[src/rtl/pkt_input_parser.sv]
`default_nettype none
// ============================================================================
// Module   : pkt_input_parser
// Desc     : Byte-stream packet parser. Validates a 16-byte header, forwards
//            word-list / template-list data bytes to template_list, and
//            verifies the trailing 32-bit data checksum. Protocol errors are
//            sticky and halt input until reset.
// Revision : 1.0 - initial release
// ============================================================================
module pkt_input_parser #(
  parameter int VERSION                = 2,
  parameter int PKT_TYPE_WORD_LIST     = 1,
  parameter int PKT_TYPE_TEMPLATE_LIST = 4,
  parameter int PKT_MAX_LEN            = 65536
) (
  input  logic        clk,
  input  logic        rst_n,
  input  logic [7:0]  din,
  input  logic        din_empty,
  output logic        din_rd_en,
  output logic [7:0]  dout,
  output logic        wr_en,
  input  logic        full,
  output logic        inpkt_end,
  output logic        is_template_list,
  output logic [15:0] pkt_id,
  output logic        err_pkt_version,
  output logic        err_pkt_type,
  output logic        err_pkt_len,
  output logic        err_pkt_checksum
);

  localparam logic [1:0]  c_st_hdr   = 2'd0;
  localparam logic [1:0]  c_st_data  = 2'd1;
  localparam logic [1:0]  c_st_csum  = 2'd2;
  localparam logic [1:0]  c_st_error = 2'd3;

  localparam logic [7:0]  c_version  = 8'(VERSION);
  localparam logic [7:0]  c_type_wl  = 8'(PKT_TYPE_WORD_LIST);
  localparam logic [7:0]  c_type_tl  = 8'(PKT_TYPE_TEMPLATE_LIST);
  localparam logic [23:0] c_max_len  = 24'(PKT_MAX_LEN);

  logic [1:0]  r_state;
  logic [1:0]  w_next_state;
  logic [3:0]  r_hdr_cnt;     // header byte index; low 2 bits reused as trailer index
  logic [7:0]  r_ver;
  logic [7:0]  r_type;
  logic [23:0] r_len;
  logic [15:0] r_id;
  logic [23:0] r_rx;          // first three bytes of a received checksum
  logic [31:0] r_hsum;
  logic [31:0] r_dsum;
  logic [23:0] r_remain;
  logic [1:0]  r_lane;
  logic [7:0]  r_dout;
  logic        r_out_valid;
  logic        r_inpkt_end;
  logic        r_is_tl;
  logic [15:0] r_pkt_id;
  logic        r_err_ver;
  logic        r_err_type;
  logic        r_err_len;
  logic        r_err_csum;

  logic [31:0] w_hdr_term;
  logic [31:0] w_data_term;
  logic [31:0] w_rx_word;
  logic        w_hdr_last;
  logic        w_csum_last;
  logic        w_data_last;
  logic        w_ver_bad;
  logic        w_type_bad;
  logic        w_len_bad;
  logic        w_hcsum_bad;
  logic        w_hdr_bad;
  logic        w_dcsum_bad;

  // Summing each byte at its lane position equals summing little-endian
  // words, with a short final word naturally zero-padded.
  assign w_hdr_term  = {24'd0, din} << {r_hdr_cnt[1:0], 3'b000};
  assign w_data_term = {24'd0, din} << {r_lane, 3'b000};
  assign w_rx_word   = {din, r_rx};

  assign w_hdr_last  = (r_hdr_cnt == 4'd15);
  assign w_csum_last = (r_hdr_cnt[1:0] == 2'd3);
  assign w_data_last = (r_remain == 24'd1);

  assign w_ver_bad   = (r_ver != c_version);
  assign w_type_bad  = (r_type != c_type_wl) && (r_type != c_type_tl);
  assign w_len_bad   = (r_len == 24'd0) || (r_len > c_max_len);
  assign w_hcsum_bad = (w_rx_word != ~r_hsum);
  assign w_hdr_bad   = w_ver_bad | w_type_bad | w_len_bad | w_hcsum_bad;
  assign w_dcsum_bad = (w_rx_word != ~r_dsum);

  assign dout             = r_dout;
  assign wr_en            = r_out_valid & ~full;
  assign inpkt_end        = r_inpkt_end;
  assign is_template_list = r_is_tl;
  assign pkt_id           = r_pkt_id;
  assign err_pkt_version  = r_err_ver;
  assign err_pkt_type     = r_err_type;
  assign err_pkt_len      = r_err_len;
  assign err_pkt_checksum = r_err_csum;

  // State register
  always_ff @(posedge clk or negedge rst_n) begin
    if (!rst_n) r_state <= c_st_hdr;
    else        r_state <= w_next_state;
  end

  // Next-state logic: advance only on a popped byte
  always_comb begin
    w_next_state = r_state;
    case (r_state)
      c_st_hdr:  if (din_rd_en && w_hdr_last)
                   w_next_state = w_hdr_bad ? c_st_error : c_st_data;
      c_st_data: if (din_rd_en && w_data_last)
                   w_next_state = c_st_csum;
      c_st_csum: if (din_rd_en && w_csum_last)
                   w_next_state = w_dcsum_bad ? c_st_error : c_st_hdr;
      default:   w_next_state = c_st_error;
    endcase
  end

  // Output logic: FIFO pop, held off in reset, in ERROR and by a blocked output byte
  always_comb begin
    din_rd_en = 1'b0;
    if (rst_n) begin
      case (r_state)
        c_st_hdr,
        c_st_csum: din_rd_en = ~din_empty;
        c_st_data: din_rd_en = ~din_empty & (~r_out_valid | ~full);
        default:   din_rd_en = 1'b0;
      endcase
    end
  end

  // Header/trailer parsing, checksum accumulation and sticky error flags
  always_ff @(posedge clk or negedge rst_n) begin
    if (!rst_n) begin
      r_hdr_cnt  <= 4'd0;
      r_ver      <= 8'd0;
      r_type     <= 8'd0;
      r_len      <= 24'd0;
      r_id       <= 16'd0;
      r_rx       <= 24'd0;
      r_hsum     <= 32'd0;
      r_dsum     <= 32'd0;
      r_remain   <= 24'd0;
      r_lane     <= 2'd0;
      r_is_tl    <= 1'b0;
      r_pkt_id   <= 16'd0;
      r_err_ver  <= 1'b0;
      r_err_type <= 1'b0;
      r_err_len  <= 1'b0;
      r_err_csum <= 1'b0;
    end else if (din_rd_en) begin
      case (r_state)
        c_st_hdr: begin
          r_hdr_cnt <= r_hdr_cnt + 4'd1;
          if (r_hdr_cnt < 4'd12) r_hsum <= r_hsum + w_hdr_term;
          case (r_hdr_cnt)
            4'd0:    r_ver        <= din;
            4'd1:    r_type       <= din;
            4'd4:    r_len[7:0]   <= din;
            4'd5:    r_len[15:8]  <= din;
            4'd6:    r_len[23:16] <= din;
            4'd8:    r_id[7:0]    <= din;
            4'd9:    r_id[15:8]   <= din;
            4'd12:   r_rx[7:0]    <= din;
            4'd13:   r_rx[15:8]   <= din;
            4'd14:   r_rx[23:16]  <= din;
            default: ;
          endcase
          if (w_hdr_last) begin
            r_hsum <= 32'd0;
            if (w_ver_bad)        r_err_ver  <= 1'b1;
            else if (w_type_bad)  r_err_type <= 1'b1;
            else if (w_len_bad)   r_err_len  <= 1'b1;
            else if (w_hcsum_bad) r_err_csum <= 1'b1;
            else begin
              r_is_tl  <= (r_type == c_type_tl);
              r_pkt_id <= r_id;
              r_remain <= r_len;
              r_lane   <= 2'd0;
              r_dsum   <= 32'd0;
            end
          end
        end
        c_st_data: begin
          r_remain <= r_remain - 24'd1;
          r_lane   <= r_lane + 2'd1;
          r_dsum   <= r_dsum + w_data_term;
        end
        c_st_csum: begin
          case (r_hdr_cnt[1:0])
            2'd0:    r_rx[7:0]   <= din;
            2'd1:    r_rx[15:8]  <= din;
            2'd2:    r_rx[23:16] <= din;
            default: ;
          endcase
          if (w_csum_last) begin
            r_hdr_cnt <= 4'd0;
            if (w_dcsum_bad) r_err_csum <= 1'b1;
          end else begin
            r_hdr_cnt <= r_hdr_cnt + 4'd1;
          end
        end
        default: ;
      endcase
    end
  end

  // Output holding register: a data pop loads it, otherwise an accepted byte drains it
  always_ff @(posedge clk or negedge rst_n) begin
    if (!rst_n) begin
      r_dout      <= 8'd0;
      r_out_valid <= 1'b0;
      r_inpkt_end <= 1'b0;
    end else if (r_state == c_st_data && din_rd_en) begin
      r_dout      <= din;
      r_out_valid <= 1'b1;
      r_inpkt_end <= w_data_last;
    end else if (wr_en) begin
      r_out_valid <= 1'b0;
      r_inpkt_end <= 1'b0;
    end
  end

endmodule
`default_nettype wire

[config.mk]
export PLATFORM = sky130hd
export DESIGN_NAME = pkt_input_parser
export DESIGN_NICKNAME = d
export VERILOG_FILES = /design/src/rtl/pkt_input_parser.sv
export SDC_FILE = /design/constraint.sdc
export NUM_CORES = 1
export LEC_CHECK = 0
export CAP_MARGIN = 20
export CORE_ASPECT_RATIO = 1.25
export CORE_MARGIN = 3
export CORE_UTILIZATION = 60
export DETAILED_ROUTE_END_ITERATION = 10
export DONT_BUFFER_PORTS = 1
export PLACE_DENSITY_LB_ADDON = 0.2
export SLEW_MARGIN = 20
export SYNTH_ARGS = -nofsm -noshare
export SYNTH_HDL_FRONTEND = slang
export SYNTH_SLANG_ARGS = --single-unit
[constraint.sdc]
create_clock -name clk -period 9.6 [get_ports clk]
set_input_delay 0.96 -clock clk [delete_from_list [all_inputs] [get_ports clk]]
set_output_delay 0.96 -clock clk [all_outputs]
set_load 0.005 [all_outputs]
==> impl_results.md, run 1 <==
* Status: completed
* Max-cap violation count at 0
* Pwr dens at 286 mW/mm^2
* Top_reg_cell synth: dfrtp_1
* Worst slew pin tran at between 0.9 and 1 ns
* Tmin final at 3.90 ns
* Net count, final at 1383
* Pin count of the biggest net entering global routing at between 200 and 250
* Via/cell ratio at about 6.4
* Worst endpoint required time at around 10 ns
* Async SR Flop Fraction at 100%
* Dpl hpwl at around 22000 um
* Antenna violations before repair at 0
* CTS buffer count at 23
* Leakage at roughly 0.0067 uW
* Number of synthesized flops with an enable pin at 0
* Global route total overflow at 0
* Routability cong. at between 0.9 and 1
* Post-synthesis area per instance at 9.72 um^2
* IO Pins at 44
* Clk pin slew, worst setup/hold paths at 0.06 ns
* Final Cycle Share at 40.6%
* First-pass DRT Iterations at 6
* Starting Density at between 60% and 70%
* Syn-to-layout area delta at 7.42%
* Worst-path fanout max at 21
* Worst slew margin at between 30% and 40%
* Total track usage at around 28%
* Synthesized instance count at around 1300
* CTS max path bufs at 3
* Cell Rows at 59
* Fin util at about two thirds
* Post-synthesis cell type count at approximately 80
* Post-route ant nets at 0
* Crit path DAT at ~4.3 ns
* Final total power at ~4000 uW
* Pins Over Slew Limit at 0
* Root Buffer: clkbuf_16
* # DRC at 0
* CTS tree: built
* Worst vdd ir at about 0.00022 V
* Fill count at roughly 1700
* Startpoint Class: flop
* Port Buffers at 0
* Syn Std Cell Area at ~0.013 mm^2
* Unrepaired setup endpoints after global routing: false
* Cts repair resizes at 0
* HP Class: in -> async
* Setup TNS at 0 ns
* Die height at 170 um
* DR WL/cell at around 21 um
* Full die area at ~0.023 mm^2
* Post-CTS Setup Bufs at 0
* Top post-synthesis cells by area: dfrtp_1, mux2_2, ha_1
* Hold Slack at about 0.13 ns
* Chip width at around 140 um
* Final Hold Vio Count at 0
* Highest Clock Rate at 257 MHz
* Worst Setup Path Type: reg -> reg
* Antenna diodes at 0
* Clock skew at 0.00929 ns
* Share of layout cells above drive strength 1 at between 10% and 20%
* Initial DRC count at 842
* Post-CTS Hold Fix Bufs at 0
* Final setup viols at 0
* Number of global-route vias before repair at slightly below 10000
* Synth Register Bits at 207
* Synthesized Nets at around 1400
* H-tree Lvls at 1
* Number of warnings issued by yosys at 0
* CP endpoint kind: flop
* DR vias at roughly 10000
* Global-route wire length before repair at ~53000 um
* Core area at between 0.02 and 0.025 mm^2
* WL final at roughly 33000 um
* Num Clock Sinks at around 210
* Clock Latency Late Sink at around 0.53 ns
* Yosys top cell by area: dfrtp_1
* Post-synthesis sequential area ratio at around 40%
* Top-area cell type share of the netlist area at around 40%
[flip-flops by register name (all words and copies together), names as in the netlist, 2 cells and up]
signal,cells
r_dsum,32
r_hsum,32
r_len,24
r_remain,24
r_rx,24
pkt_id,16
r_id,16
dout,8
r_type,8
r_ver,8
r_hdr_cnt,4
r_lane,2
r_state,2
[cell usage in the layout, fill, tap and decap left out, drive strengths merged, types with 21 or more instances in the layout]
cell      n
dfrtp   207
nand2   116
mux2    107
o21ai   103
a21oi    79
ha       69
nor2     64
xor2     62
xnor2    52
a21o     43
and3     38
and2     32
clkbuf   31
nor3     27
inv      27
nor4     23
nand4    22
nand3    21
[logic make-up (layout without fill, tap and decap cells)]
group,after synthesis,in the layout,synth area share (%)
mux,111,111,9.61
fa+ha+maj,71,71,6.97
xor+xnor,114,114,7.71
simple gates,403,403,16.3
compound gates,337,337,16.7
flops,207,207,40.0
buf+inv,90,74,2.77
[synthesized netlist by cell type, types with 38 or more instances]
cell type,number
a21o_1,43
a21oi_1,77
and3_1,38
clkbuf_1,56
dfrtp_1,207
ha_1,69
mux2_2,107
nand2_1,116
nor2_1,61
o21ai_0,99
xnor2_1,52
xor2_1,62
[metal layers]
layer | routed length (um) | part of all wire (%) | up-vias | global-route usage (%)
met5 | 0 | 0 | - | 0
met4 | 1290 | 3.9 | 0 | 10.8
met3 | 1340 | 4.1 | 82 | 3.31
met2 | 16100 | 49 | 254 | 47.7
met1 | 14100 | 43 | 4994 | 37.8
li1 | - | - | 4779 | -
[worst paths after layout]
kind                       cells past startpoint  slack (ns)                     start                  endpoint
setup / recovery                              14        5.70  r_hdr_cnt[0]$_DFFE_PN0P_    r_hsum[28]$_DFFE_PN0P_
hold / removal                                 0        0.13                     rst_n    r_dsum[24]$_DFFE_PN0P_
setup reg to reg                              14        5.70  r_hdr_cnt[0]$_DFFE_PN0P_    r_hsum[28]$_DFFE_PN0P_
hold reg to reg                                1        0.48  r_remain[19]$_DFFE_PN0P_  r_remain[19]$_DFFE_PN0P_
max in group asynchronous                      0        8.97                     rst_n      r_id[11]$_DFFE_PN0P_
min in group clk                               1        0.48  r_remain[19]$_DFFE_PN0P_  r_remain[19]$_DFFE_PN0P_
[critical path, stage by stage (launching register included)]
cell	delay, ns
dfrtp_1	0.59
nor2_1	0.41
and2_1	0.20
ha_1	0.21
inv_1	0.08
fa_1	0.41
nor2b_1	0.18
o31a_1	0.24
o311ai_2	0.14
a21oi_2	0.27
nor4_4	0.08
o31ai_1	0.47
o31ai_2	0.10
mux2i_1	0.13
a221o_1	0.26
[per-stage QoR]
| step | instance area, um^2 | instances | setup WS, ns |
|---|---|---|---|
| after floorplan | 13000 | 1333 | 5.76 |
| after global placement | 13100 | 1549 | 5.90 |
| after detailed placement | 13100 | 1549 | 5.79 |
| after CTS | 13900 | 1591 | 5.75 |
| after global routing | 13900 | 1591 | 5.52 |
| final | 13900 | 1591 | 5.70 |
[area by class of cell]
class	instances	area, um^2	area share [%]
inverters	26	97.6	0.701
flip-flops and latches	207	5180	37.2
clock inverters	11	173	1.24
well taps	274	343	2.46
multi-input cells	1036	7420	53.3
repair buffers	6	45.0	0.324
clock buffers	31	656	4.71
[report_power, final]
group / internal, uW / switching [uW]
registers: 1170 / 345
clock network: 590 / 371
logic: 687 / 816
total: 2440 / 1530
No activity file was read; power rests on OpenSTA's default activity.
==> run 2: changes to the inputs <==
CORE_UTILIZATION = 59   (was 60)
clock period = 3.3 ns   (was 9.6 ns; I/O delays follow)
==> run 2 against run 1 <==
The flow now finishes with violations (hold timing). Setup slack worse by 5.6 ns. Critical path type unchanged. Via count is 1.7% higher. Wire length is 1.4% higher. Flip-flop and latch count unchanged.
==> impl_results.md, run 2 (same netlist as run 1, synthesis figures left out) <==
* Worst-path fanout max at 20
* CTS max path bufs at 3
* Clk pin slew, worst setup/hold paths at about 0.060 ns
* Chip width at between 100 and 150 um
* Post-CTS Hold Fix Bufs at 8
* Via/cell ratio at approximately 6.3
* Routability cong. at approximately 0.9
* Crit path DAT at about 3.6 ns
* Worst endpoint required time at approximately 3.7 ns
* Worst Setup Path Type: reg -> reg
* Pins Over Slew Limit at 0
* Worst vdd ir at 0.000502 V
* Net count, final at between 1000 and 1500
* Most frequent cells in the layout: dfrtp_1, nand2_1, mux2_2
* HP Class: in -> async
* Dpl hpwl at between 20000 and 25000 um
* Setup TNS at 0 ns
* Pin count of the biggest net entering global routing at 209
* CP endpoint kind: flop
* Port Buffers at 0
* Max-cap violation count at 0
* # DRC at 0
* Slowest stage delay, CP at around 0.48 ns
* Final setup viols at 0
* Pwr dens at around 810 mW/mm^2
* Post-route ant nets at 0
* Total track usage at approximately 28%
* DR WL/cell at about 20 um
* Starting Density at 60.1%
* H-tree Lvls at 1
* Global route total overflow at 0
* Full die area at around 0.024 mm^2
* CTS buffer count at 22
* Final instance area at around 0.014 mm^2
* CTS tree: built
* First-pass DRT Iterations at 6
* Global-route wire length before repair at roughly 53000 um
* Initial DRC count at between 700 and 800
* Share of layout cells above drive strength 1 at 16.8%
* Post-DP Area at 0.0133 mm^2
* Syn-to-layout area delta at 10.5%
* Final Hold Vio Count at 207
* Cell Rows at 60
* Final Cycle Share at between 90% and 100%
* DR vias at between 10000 and 15000
* WL final at between 30000 and 40000 um
* Num Clock Sinks at between 200 and 250
* Unrepaired setup endpoints after global routing: true
* Core area at 0.0215 mm^2
* Worst slew pin tran at ~0.8 ns
* Failing checks: hold timing
* Root Buffer: clkbuf_16
* CP bufs+invs at 2
* Worst slew margin at a little under half
* Tmin final at between 3 and 4 ns
* Clock Latency Late Sink at 0.52 ns
* Family with the most delay on the worst path: compound AO/OA/AOI/OAI gates
* Startpoint Class: flop
* Clock skew at roughly 0.013 ns
* Highest Clock Rate at between 300 and 400 MHz
* Commonest non-fill, non-tap cell in the layout: dfrtp_1
* Regs by FF count: r_dsum: 32 flops, r_hsum: 32 flops
* Antenna violations before repair at 2
* Leakage at 0.00684 uW
* Hold Slack at -0.486 ns
* Slowest cell on crit path: or4b_1
* IO Pins at 44
* Status: finished with violations
* Crit path cell chain: buf_4 > inv_1 > and3_1 > ha_1 > a21o_1 > a21oi_1 > o21ai_0 > o211ai_1 > or4b_1 > nand3_2 > o311ai_1 > o31a_1 > o21ai_1
* Number of global-route vias before repair at approximately 10000
* Die height at about 170 um
run 2: cell count changes in the layout (fill, tap and decap cells not counted), sizes merged, moves of 2 or more:
cell	before	now
buf	6	40
clkbuf	31	33
clkinv	5	2
diode	0	3
dlygate4sd3	0	8
inv	27	25
run 2: worst paths after layout:
kind                                                from                       end  slack [ns]  cells past startpoint
worst min register to register  err_pkt_type$_DFFE_PN0P_  err_pkt_type$_DFFE_PN0P_        0.48                      1
max in group asynchronous                          rst_n    r_hsum[22]$_DFFE_PN0P_        3.24                      0
min in group clk                                    full   r_out_valid$_DFFE_PN0P_        0.03                      2
worst min-delay path                               rst_n    r_dsum[20]$_DFFE_PN0P_       -0.49                      0
worst max-delay path            r_hdr_cnt[0]$_DFFE_PN0P_    r_hsum[31]$_DFFE_PN0P_        0.14                     13
worst max register to register  r_hdr_cnt[0]$_DFFE_PN0P_    r_hsum[31]$_DFFE_PN0P_        0.14                     13
run 2: timing repair:
action / 4_1_cts / 5_1_grt
gates cloned: 0 / 0
resized for setup: 1 / 24
buffers inserted: 0 / 3
pin swaps: 0 / 8
hold endpoints to repair: 295 / 207
setup endpoints to repair: 2 / 23
run 2: area by class of cell:
class	instances	area, um^2
Clock buffer	33	652
Timing Repair Buffer	48	393
Clock inverter	5	111
Sequential cell	207	5180
Multi-Input combinational cell	1036	7510
Antenna cell	3	7.51
Tap cell	279	349
Inverter	26	101
Fill cell	1702	7230
run 2: per-layer routing:
metal  part of all wire [%]  global-route usage (%)  vias to the layer above
li1                       -                       -                     4872
met4                    4.5                    12.8                        0
met5                      0                       0                        -
met1                     42                    35.1                     5004
met3                    5.4                    4.25                      100
met2                     48                    46.9                      300
run 2: through the flow:
stage | instances | hold slack (ns) | utilization (%) | power [uW] | setup slack (ns)
6_report | 1637 | -0.486 | 66.4 | 11600 | 0.135
3_5_place_dp | 1585 | 0.0449 | 61.9 | 8840 | -0.0301
2_1_floorplan | 1333 | 0.0344 | - | 7610 | 0.0551
3_3_place_gp | 1585 | 0.0443 | 61.9 | 8700 | 0.100
4_1_cts | 1631 | -0.493 | 65.8 | 11500 | 0.00379
5_1_grt | 1635 | -0.504 | 66.4 | 12400 | -0.0496
run 2: power by group:
group | internal [uW] | switching [uW] | leakage, uW | total, uW
sequential | 3400 | 902 | 0.00273 | 4300
clock | 1590 | 1020 | 0.000373 | 2610
combinational | 2170 | 2530 | 0.00373 | 4690
total | 7160 | 4440 | 0.00684 | 11600
==> run 3: changes to the inputs <==
CORE_UTILIZATION = 60   (was 59)
clock period = 3.6 ns   (was 3.3 ns; I/O delays follow)
==> run 3 against run 2 <==
The flow still finishes with violations (hold timing). Non-clock buffer count decreased by 15. Combinational power shrank 11%. Hold slack improved by 0.0096 ns. Register-to-register slack better by 0.10 ns. Wire length rose by 1.8%. Final area shrank 1.7%. Power shrank 9.9%. Highest routed layer is now met5.
==> impl_results.md, run 3 (same netlist as run 1, synthesis figures left out) <==
* Failing checks: hold timing
* Pwr dens at approximately 740 mW/mm^2
* Final instance area at ~0.014 mm^2
* Slowest cell on crit path: dfrtp_2
* Most frequent CP cell: a21o_1
* DR WL/cell at between 20 and 25 um
* Worst endpoint required time at ~4.0 ns
* Leakage at ~0.0067 uW
* Pins Over Slew Limit at 0
* Final Hold Vio Count at 207
* Crit path cell chain: nor2b_1 > buf_4 > and2_1 > ha_1 > a21o_1 > a21o_1 > a21oi_1 > o32a_1 > nand2_1 > nor2_1 > o31ai_1 > mux2_2 > o21ai_0
* Number of global-route vias before repair at between 10000 and 15000
* Worst slew margin at about 28%
* CTS tree: built
* CTS buffer count at 23
* Hold Slack at -0.476 ns
* Share of layout cells above drive strength 1 at 14.9%
* RR Startpoint: r_lane[0]$_DFFE_PN0P_
* Antenna diodes at 0
* Worst Setup Path Type: reg -> reg
* Fin worst setup slack at 0.239 ns
* Net count, final at ~1400
* CP endpoint kind: flop
* Highest Clock Rate at between 200 and 300 MHz
* Worst slew pin tran at between 1 and 1.5 ns
* Num Clock Sinks at between 200 and 250
* CTS max path bufs at 3
* Worst path depth at 13
* FF-to-FF setup slack at roughly 0.24 ns
* Worst vdd ir at between 0.0004 and 0.0005 V
* Post-route ant nets at 0
* Multi-input logic area at between 0.007 and 0.008 mm^2
* Cell count of the worst reg-to-reg path at 13
* Port Buffers at 0
* Total track usage at 29.5%
* Pin count of the biggest net entering global routing at about 210
* Clk pin slew, worst setup/hold paths at roughly 0.060 ns
* Register area at between 0.005 and 0.006 mm^2
* Unrepaired setup endpoints after global routing: false
* DR vias at around 10000
* CP bufs+invs at 1
* Max-cap violation count at 0
* Die height at roughly 170 um
* Reg-to-reg endpoint: r_dsum[27]$_DFFE_PN0P_
* HP Class: in -> async
* Final setup viols at 0
* Setup TNS at 0 ns
* Cell Rows at slightly below 60
* Antenna violations before repair at 1
* Regs by FF count: r_dsum: 32 flops, r_hsum: 32 flops
* Fill count at ~1700
* Final total power at between 10000 and 15000 uW
* Family with the most delay on the worst path: compound AO/OA/AOI/OAI gates
* Chip width at roughly 140 um
* Dpl hpwl at 22200 um
* Via/cell ratio at between 6 and 7
* Clock skew at roughly 0.014 ns
* Post-CTS Hold Fix Bufs at 9
* Root Buffer: clkbuf_16
* # DRC at 0
* Global route total overflow at 0
* Status: finished with violations
* Syn-to-layout area delta at 8.63%
* Post-DP Area at 0.0132 mm^2
* Most frequent cells in the layout: dfrtp_1, nand2_1, mux2_2
* Full die area at 0.0234 mm^2
* Global-route wire length before repair at about 54000 um
* Worst-path fanout max at 14
* Tmin final at around 3.4 ns
* Crit. Startpoint: r_lane[0]$_DFFE_PN0P_
* Starting Density at between 60 and 70%
* First-pass DRT Iterations at 5
* H-tree Lvls at 1
* Startpoint Class: flop
* Commonest non-fill, non-tap cell in the layout: dfrtp_1
* Slowest stage delay, CP at between 0.4 and 0.5 ns
* Routability cong. at about 0.9
* IO Pins at 44
* Critical Path End: r_dsum[27]$_DFFE_PN0P_
* Crit path DAT at around 3.8 ns
* Final Cycle Share at just over 90%
* Initial DRC count at about 730
* Clock Latency Late Sink at about 0.53 ns
* Core area at roughly 0.021 mm^2
* Post-CTS Setup Bufs at 0
* WL final at approximately 34000 um
* Post-place setup slack at between 0.15 and 0.2 ns
## run 3: stage by stage
| stage | cells | util (%) |
|---|---|---|
| detailed placement | 1567 | 62.8 |
| finish | 1617 | 66.9 |
| floorplan | 1333 | - |
| CTS | 1617 | 66.8 |
| global route | 1617 | 66.9 |
| global placement | 1567 | 62.8 |
## run 3: repair_timing
action                                  CTS  global route
endpoints found under the setup margin    0            15
hold endpoints to repair                294           207
gates resized for setup                   0             4
## run 3: worst min path at each step
stage / from / to / slack [ns] / depth (start not counted)
2_1_floorplan: rst_n / dout[0]$_DFFE_PN0P_ / 0.06 / 0
3_3_place_gp: rst_n / r_dsum[23]$_DFFE_PN0P_ / 0.07 / 0
3_5_place_dp: rst_n / r_dsum[23]$_DFFE_PN0P_ / 0.08 / 0
4_1_cts: rst_n / r_dsum[23]$_DFFE_PN0P_ / -0.48 / 0
5_1_grt: rst_n / r_dsum[20]$_DFFE_PN0P_ / -0.49 / 0
6_report: rst_n / r_dsum[19]$_DFFE_PN0P_ / -0.48 / 0
## run 3: worst reg2reg max path: cells and delay by family, from the launching register on
family	cells	cell delay, ns
multiplexers	1	0.29
AND/OR/NAND/NOR	4	0.84
buffers and inverters	1	0.20
flip-flops	1	0.49
adder cells (fa/ha/maj)	1	0.30
AO/OA/AOI/OAI	6	1.16
## run 3: final cells by class
class	instances	area share [%]
clock buffer	29	4.46
clock inverter	12	0.863
inverter	26	0.694
multi-input combinational	1036	52.8
sequential	207	36.8
tap	274	2.44
timing repair buffer	33	1.92
## run 3: metal layers
metal | track usage [%] | routed length (um)
met5 | 0 | 13
met4 | 12.1 | 1460
met3 | 4.49 | 1860
met2 | 49.4 | 16600
met1 | 38.0 | 14100
## run 3: power breakdown
| part | switching [uW] | internal, uW |
|---|---|---|
| Sequential | 827 | 3120 |
| Clock | 1010 | 1330 |
| Combinational | 2280 | 1900 |
